**src/rtl/weight_load_ctrl.sv**
```systemverilog
// Weight-load sequencer: reads KERNEL_SIZE weights from a 1-cycle-latency ROM and streams
// them to the PE-array weight port through a 2-entry, credit-tracked output buffer.
`ifndef CNN_KERNEL_SIZE
`define CNN_KERNEL_SIZE 25
`endif
`ifndef CNN_PARA_WIDTH
`define CNN_PARA_WIDTH 16
`endif

module weight_load_ctrl #(
   parameter int unsigned KERNEL_SIZE = `CNN_KERNEL_SIZE,
   parameter int unsigned DATA_WIDTH  = `CNN_PARA_WIDTH,
   parameter int unsigned ADDR_WIDTH  = 5
) (
   input  logic                  clk,
   input  logic                  rst,
   input  logic                  start,
   output logic                  busy,
   output logic                  done,
   output logic                  rom_r_en,
   output logic [ADDR_WIDTH-1:0] rom_raddr,
   input  logic [DATA_WIDTH-1:0] rom_dout,
   output logic                  w_valid,
   input  logic                  w_ready,
   output logic [DATA_WIDTH-1:0] w_data,
   output logic [ADDR_WIDTH-1:0] w_idx
);

   localparam int unsigned CntWidth = ADDR_WIDTH + 1;
   localparam logic [ADDR_WIDTH-1:0] LastAddr = ADDR_WIDTH'(KERNEL_SIZE - 1);
   localparam logic [CntWidth-1:0] KernelCnt = CntWidth'(KERNEL_SIZE);

   typedef enum logic [1:0] {StIdle, StLoad, StDrain, StDone} state_e;

   state_e state_q, state_d;

   logic [ADDR_WIDTH-1:0] rd_addr_q;
   logic [CntWidth-1:0]   acc_cnt_q;
   logic                  inflight_q;
   logic [ADDR_WIDTH-1:0] inflight_addr_q;
   logic [DATA_WIDTH-1:0] fifo_data_q [2];
   logic [ADDR_WIDTH-1:0] fifo_idx_q  [2];
   logic                  wr_ptr_q;
   logic                  rd_ptr_q;
   logic [1:0]            fifo_cnt_q;

   logic       push;
   logic       pop;
   logic       issue;
   logic       credit_ok;
   logic [2:0] occupancy;

   // Capture is gated by inflight, so the ROM's idle zero output never enters the buffer.
   assign push      = inflight_q;
   assign pop       = w_valid & w_ready;
   assign occupancy = {1'b0, fifo_cnt_q} + {2'b00, inflight_q};
   // A pop this cycle frees a slot, letting reads continue at full rate under ready=1.
   assign credit_ok = occupancy < (3'd2 + {2'b00, pop});
   assign issue     = rom_r_en;

   always_ff @(posedge clk) begin
      if (rst) begin
         state_q <= StIdle;
      end else begin
         state_q <= state_d;
      end
   end

   always_comb begin
      state_d = state_q;
      unique case (state_q)
         StIdle:  if (start) state_d = StLoad;
         StLoad:  if (issue && (rd_addr_q == LastAddr)) state_d = StDrain;
         StDrain: if ((acc_cnt_q + CntWidth'(pop)) == KernelCnt) state_d = StDone;
         StDone:  state_d = StIdle;
         default: state_d = StIdle;
      endcase
   end

   always_comb begin
      busy      = 1'b0;
      done      = 1'b0;
      rom_r_en  = 1'b0;
      rom_raddr = '0;
      unique case (state_q)
         StLoad: begin
            busy = 1'b1;
            if (credit_ok) begin
               rom_r_en  = 1'b1;
               rom_raddr = rd_addr_q;
            end
         end
         StDrain: busy = 1'b1;
         StDone:  done = 1'b1;
         default: ;
      endcase
   end

   always_ff @(posedge clk) begin
      if (rst) begin
         rd_addr_q       <= '0;
         acc_cnt_q       <= '0;
         inflight_q      <= 1'b0;
         inflight_addr_q <= '0;
         wr_ptr_q        <= 1'b0;
         rd_ptr_q        <= 1'b0;
         fifo_cnt_q      <= '0;
      end else begin
         inflight_q      <= issue;
         inflight_addr_q <= rom_raddr;
         if (state_q == StIdle) begin
            rd_addr_q <= '0;
            acc_cnt_q <= '0;
         end else begin
            if (issue) rd_addr_q <= rd_addr_q + ADDR_WIDTH'(1);
            if (pop)   acc_cnt_q <= acc_cnt_q + CntWidth'(1);
         end
         if (push) wr_ptr_q <= ~wr_ptr_q;
         if (pop)  rd_ptr_q <= ~rd_ptr_q;
         fifo_cnt_q <= fifo_cnt_q + 2'(push) - 2'(pop);
      end
   end

   always_ff @(posedge clk) begin
      if (push) begin
         fifo_data_q[wr_ptr_q] <= rom_dout;
         fifo_idx_q[wr_ptr_q]  <= inflight_addr_q;
      end
   end

   assign w_valid = (fifo_cnt_q != 2'd0);
   // Buffer storage is not reset; gating keeps the outputs at zero while empty.
   assign w_data  = w_valid ? fifo_data_q[rd_ptr_q] : '0;
   assign w_idx   = w_valid ? fifo_idx_q[rd_ptr_q] : '0;

endmodule

```
**config.mk**
```make
export PLATFORM = sky130hd
export DESIGN_NAME = weight_load_ctrl
export DESIGN_NICKNAME = d
export VERILOG_FILES = /design/src/rtl/weight_load_ctrl.sv
export SDC_FILE = /design/constraint.sdc
export NUM_CORES = 1
export LEC_CHECK = 0
export CAP_MARGIN = 25
export CORE_ASPECT_RATIO = 1.5
export CORE_MARGIN = 8
export CORE_UTILIZATION = 52
export CTS_CLUSTER_DIAMETER = 150
export DETAILED_ROUTE_END_ITERATION = 16
export PLACE_DENSITY = 0.77
export RECOVER_POWER = 100
export SLEW_MARGIN = 20
export SYNTH_ARGS = -nofsm -noshare
export SYNTH_HDL_FRONTEND = slang
export SYNTH_SLANG_ARGS = --single-unit
```
**constraint.sdc**
```tcl
create_clock -name clk -period 2.1 [get_ports clk]
set_input_delay 0.42 -clock clk [delete_from_list [all_inputs] [get_ports clk]]
set_output_delay 0.42 -clock clk [all_outputs]
set_load 0.03 [all_outputs]
```
Yosys cells after proc, flatten, opt, wreduce, memory -nomap -nowiden
Memories as Yosys holds them, arrays and structs flattened. A register that Yosys moved wholly into a read port is not among the register bits.
Cells that the tools add are included.
- register bits: 23
- memory bits (writable): 42
- input port bits: 20
- output and inout port bits: 30
- logic and storage cells: 53
- memories kept: 2
- memory list (name ; depth ; width ; read ports ; clocked after Yosys merged registers in ; write ports ; RTL line ; RTL):
    fifo_data_q ; 2 ; 16 ; 1 ; 1 ; 1 ; 41 ; logic [DATA_WIDTH-1:0] fifo_data_q [2];
    fifo_idx_q ; 2 ; 5 ; 1 ; 1 ; 1 ; 42 ; logic [ADDR_WIDTH-1:0] fifo_idx_q [2];
- add/sub/neg operators: 7
- order comparisons: 1
- equal/unequal tests: 8
- multiplexer cells: 18
- bitwise operators: 3
- reductions and logical operators: 6
- operators by type and width (kind ; count):
    $mux W16 ; 1
    $mux W5 ; 3
    $mux W1 ; 10
    $pmux W2 S4 ; 1
    $add A6 B1 Y6 ; 1
    $add A6 B1 Y6 const B ; 1
    $eq A6 B5 Y1 const B ; 1
    $mux W2 ; 3
    $ne A2 B2 Y1 const B ; 3
    $add A5 B1 Y5 const B ; 1
    $eq A5 B5 Y1 const B ; 1
    $eq A2 B2 Y1 const B ; 2
    $reduce_or A2 Y1 ; 2
    $add A2 B1 Y3 ; 1
    $add A2 B1 Y3 const A ; 1
    $lt A3 B3 Y1 ; 1
    $reduce_and A3 Y1 ; 1
    $add A2 B1 Y2 ; 1
    $eq A2 B1 Y1 const B ; 1
    $logic_not A2 Y1 ; 1
    $not A1 Y1 ; 2
    $reduce_bool A2 Y1 ; 1
    $sub A2 B1 Y2 ; 1
    $and A1 B1 Y1 ; 1
    $logic_and A1 B1 Y1 ; 1

Longest topological paths before layout
- depth after elaboration: 9
- mapped depth: 9
- depth with buffers taken out: 9

Worst setup path after synthesis
OpenSTA, ideal clock, no wires.
- kind: reg2out
- from: reg fifo_cnt_q[0]
- to: out rom_raddr[0]
- arrival time: 1.425 ns
- required time: 1.680 ns
- path slack: 0.255 ns
- stages on the path, launching flop included: 6
- path buffers: 1
- cells stage by stage: dfxtp_1 ha_1 ha_1 nor2b_1 clkbuf_1 and3_1
- longest elaborated chain between the ends: 6
- elaborated cells on any way between the ends: 7
- those cells by class: 2 x add/sub; 1 x order compare; 2 x mux; 1 x bitwise; 1 x reduce/logical
- RTL lines (element ; RTL line ; RTL):
    start, declared ; 45 ; logic [1:0] fifo_cnt_q;
    start signal, assigned ; 120 ; fifo_cnt_q <= fifo_cnt_q + 2'(push) - 2'(pop);
    $reduce_bool A2 Y1 ; 131 ; assign w_valid = (fifo_cnt_q != 2'd0);
    $and A1 B1 Y1 ; 55 ; assign pop = w_valid & w_ready;
    $add A2 B1 Y3 ; 58 ; assign credit_ok = occupancy < (3'd2 + {2'b00, pop});
    $lt A3 B3 Y1 (*) ; 58 ;
    $mux W5 (*) ; 88 ; if (credit_ok) begin
    $mux W5 (*) ; 85 ; unique case (state_q)
    end, declared ; 21 ; output logic [ADDR_WIDTH-1:0] rom_raddr,
Mark *: on every way between the ends. The rest lies on a longest branch, timed or not.

Worst setup path after layout
- from: reg inflight_q
- to: out rom_raddr[3]
- longest elaborated chain between the ends: 4
- RTL lines (element ; RTL line ; RTL):
    start, declared ; 39 ; logic inflight_q;
    start signal, assigned ; 109 ; inflight_q <= issue;
    $add A2 B1 Y3 ; 56 ; assign occupancy = {1'b0, fifo_cnt_q} + {2'b00, inflight_q};
    $lt A3 B3 Y1 ; 58 ;
    $mux W5 ; 88 ;
    $mux W5 ; 85 ;
No other way between the ends.

==> flow_summary.json <==
{
  "gr-usage-all-layers_pct": 14.0,
  "dieArea_um2": 7920,
  "cts_buffers": 9,
  "yosys_warnings": 0,
  "drive_above_1_share_pct": 17.3,
  "timing.fmax_mhz": 492,
  "placed_cells": 341,
  "syn-mean-instance-area_um2": 12.6,
  "drtIter0Drc": 85,
  "endpoint_kind": "output pin",
  "syn_to_final_growth_pct": 33.3,
  "clockBufferDepth": 2,
  "setup_tns_ps": 0,
  "arrival_ps": 1610,
  "post-route-period-util_pct": 96.7,
  "globalRouteOverflowTotal": 0,
  "crit_required_ps": 1680,
  "tightest_slew_ps": 1140,
  "hp-start": "inflight_addr_q[1]",
  "syn_inst": 218,
  "initial_core_util_pct": 53.7,
  "drcViolationCount": 0,
  "ant_nets": 0,
  "timing.rr.end": "state_q[1]",
  "wl_mm": 5.25,
  "fillers": 385,
  "path_max_fanout": 6,
  "slew_headroom_pct": 24.0,
  "finalPower_mw": 3.46,
  "max-cap-violations": 0,
  "synth_seq_cells": 66,
  "final_common_cell": "edfxtp_1",
  "slew_viol_final": 0,
  "grt_first_pass_wirelength_mm": 8.28,
  "cts_tree": "done",
  "min_path_type": "reg -> reg",
  "grt_max_degree": 23,
  "fin_cells": 362,
  "holdPathEnd": "fifo_idx_q[1][1]",
  "r2r_setup_slack_ps": 140,
  "hold_viol_final": 0,
  "use_met3_pct": 4.98,
  "setup_violations": 0,
  "use_met2_pct": 23.7,
  "num_rows": 32,
  "r2r_cells": 9,
  "crit_path_start_kind": "flip-flop",
  "vias_per_cell": 5.03,
  "status": "completed",
  "vias": 1821,
  "met1_usage_pct": 13.9,
  "gp_congestion": 0.818,
  "synth.distinct_cells": 30,
  "crit_slowest_cell": "dfxtp_1",
  "final_util_pct": 71.6,
  "port_buffers": 49,
  "finClkSkew_ps": 7.23,
  "holdPathStages": 0,
  "nNetsFinal": 320,
  "n_antenna_cell": 0,
  "p_per_area_nw_per_um2": 944,
  "antenna_found_initial": 0,
  "r2r_start": "fifo_cnt_q[0]",
  "syn-num-nets": 249,
  "wl_per_cell_um": 14.5,
  "dp_hpwl_mm": 3.40,
  "grt_pass1_vias": 1851,
  "root_buffer": "clkbuf_8",
  "final_cell_mix": "edfxtp_1 (42), nor2_1 (39), dfxtp_1 (23), dlygate4sd2_1 (23), mux2i_1 (22)",
  "netlist_area_um2": 2750,
  "crit_chain": "ha_2, ha_4, o21ai_2, buf_6, and3_1, buf_4",
  "busiest_layer": "met2",
  "ys_seq_area_share_pct": 63.3,
  "io_pins": 50,
  "die_h_um": 105,
  "clk_pin_slew_ps": 70,
  "p_leak_nw": 1.44,
  "coreArea_um2": 5120,
  "path_class": "reg -> out",
  "ir_drop_mv": 0.830,
  "htree_levels": 3,
  "cts.sinks": 66,
  "crit_path_max_incr_delay_ps": 320,
  "worstSkewPairLatency_ps": 330,
  "die_w_um": 75.4,
  "period_needed_ps": 2030,
  "drtPass1Iterations": 4
}
==> worst max path at each step <==
| stage | endpoint | from | slack [ps] |
|---|---|---|---|
| after global routing | state_q[1] | fifo_cnt_q[0] | -30 |
| after global placement | state_q[1] | w_ready | -120 |
| after CTS | rom_raddr[2] | inflight_q | 4 |
| after floorplan | rom_raddr[0] | fifo_cnt_q[0] | 260 |
| final | rom_raddr[3] | inflight_q | 70 |
| after detailed placement | state_q[1] | w_ready | -210 |
==> metal layers <==
metal / share of wire, % / wire (um)
met3: 6.5 / 343
met4: 2.9 / 151
met1: 39 / 2050
met5: 0 / 0
met2: 51 / 2700
==> Yosys cell counts, drive strengths merged <==
library cell	instances	share of area [%]
ha	11	5.0
nor2	40	5.5
nor3	1	0.36
buf	3	0.55
a21boi	1	0.27
nand4b	1	0.32
clkbuf	5	0.68
o21a	2	0.59
o2bb2ai	1	0.32
o31a	1	0.32
o21ba	1	0.36
nor2b	4	0.91
nand2	6	0.82
and3	7	1.6
or2	1	0.23
o2111ai	1	0.32
mux2i	22	8.0
dfxtp	24	17
a21oi	3	0.55
xnor2	5	1.6
o21ai	4	1.1
nand4	3	0.68
a221oi	1	0.55
xor2	7	2.2
and2	9	2.0
edfxtp	42	46
nand3	3	0.55
inv	9	1.2
==> sequential cells by signal, indices dropped and copies added (netlist names), 2 cells and up, named ones only <==
signal and cells:
state_q 2, fifo_cnt_q 2, rd_addr_q 5, acc_cnt_q 6, fifo_idx_q 10, fifo_data_q 32
inflight_addr_q 5
==> kinds of logic (layout without fill, tap and decap cells) <==
family | count (synthesis) | count (layout) | synth area share (%)
AND/OR/NAND/NOR | 75 | 75 | 13.0
flip-flops | 66 | 66 | 63.3
multiplexers | 22 | 22 | 8.01
buffers and inverters | 17 | 93 | 2.46
AO/OA/AOI/OAI | 15 | 15 | 4.41
XOR/XNOR | 12 | 12 | 3.82
adder cells (fa/ha/maj) | 11 | 11 | 5.00
==> per-stage QoR <==
stage | worst slack (ps) | hold WS, ps | instance area [um2]
2_1_floorplan | 255 | 404 | 2750
3_3_place_gp | -124 | 407 | 3400
3_5_place_dp | -207 | 416 | 3400
4_1_cts | 3.99 | 431 | 3620
5_1_grt | -29.8 | 444 | 3670
6_report | 68.9 | 431 | 3670
==> critical path: cells and delay by family, from the launching register on <==
| family | cells | cell delay (ps) |
|---|---|---|
| and+or+nand+nor | 1 | 150 |
| DFF | 1 | 320 |
| buffers and inverters | 2 | 290 |
| AOI/OAI and AO/OA | 1 | 60 |
| adders and majority gates | 2 | 450 |
==> final cells by class <==
type / instances / area, um2 / area share, %
multi-input combinational: 135 / 991 / 27.0
timing repair buffer: 68 / 628 / 17.1
tap: 68 / 85.1 / 2.32
clock inverter: 5 / 55.1 / 1.50
inverter: 9 / 33.8 / 0.921
clock buffer: 11 / 131 / 3.58
sequential: 66 / 1740 / 47.5
==> timing repair <==
item	CTS	global route
endpoints found under the setup margin	29	7
setup buffers	3	0
hold buffers	0	0
pin swaps	0	2
gates resized for setup	32	21
gates cloned	1	1
==> power by group <==
group | internal [mW] | switching, mW | total [mW]
Combinational | 0.376 | 0.519 | 0.895
Clock | 0.544 | 0.454 | 0.998
Sequential | 1.51 | 0.0586 | 1.57
(Power assumes the default switching activity.)
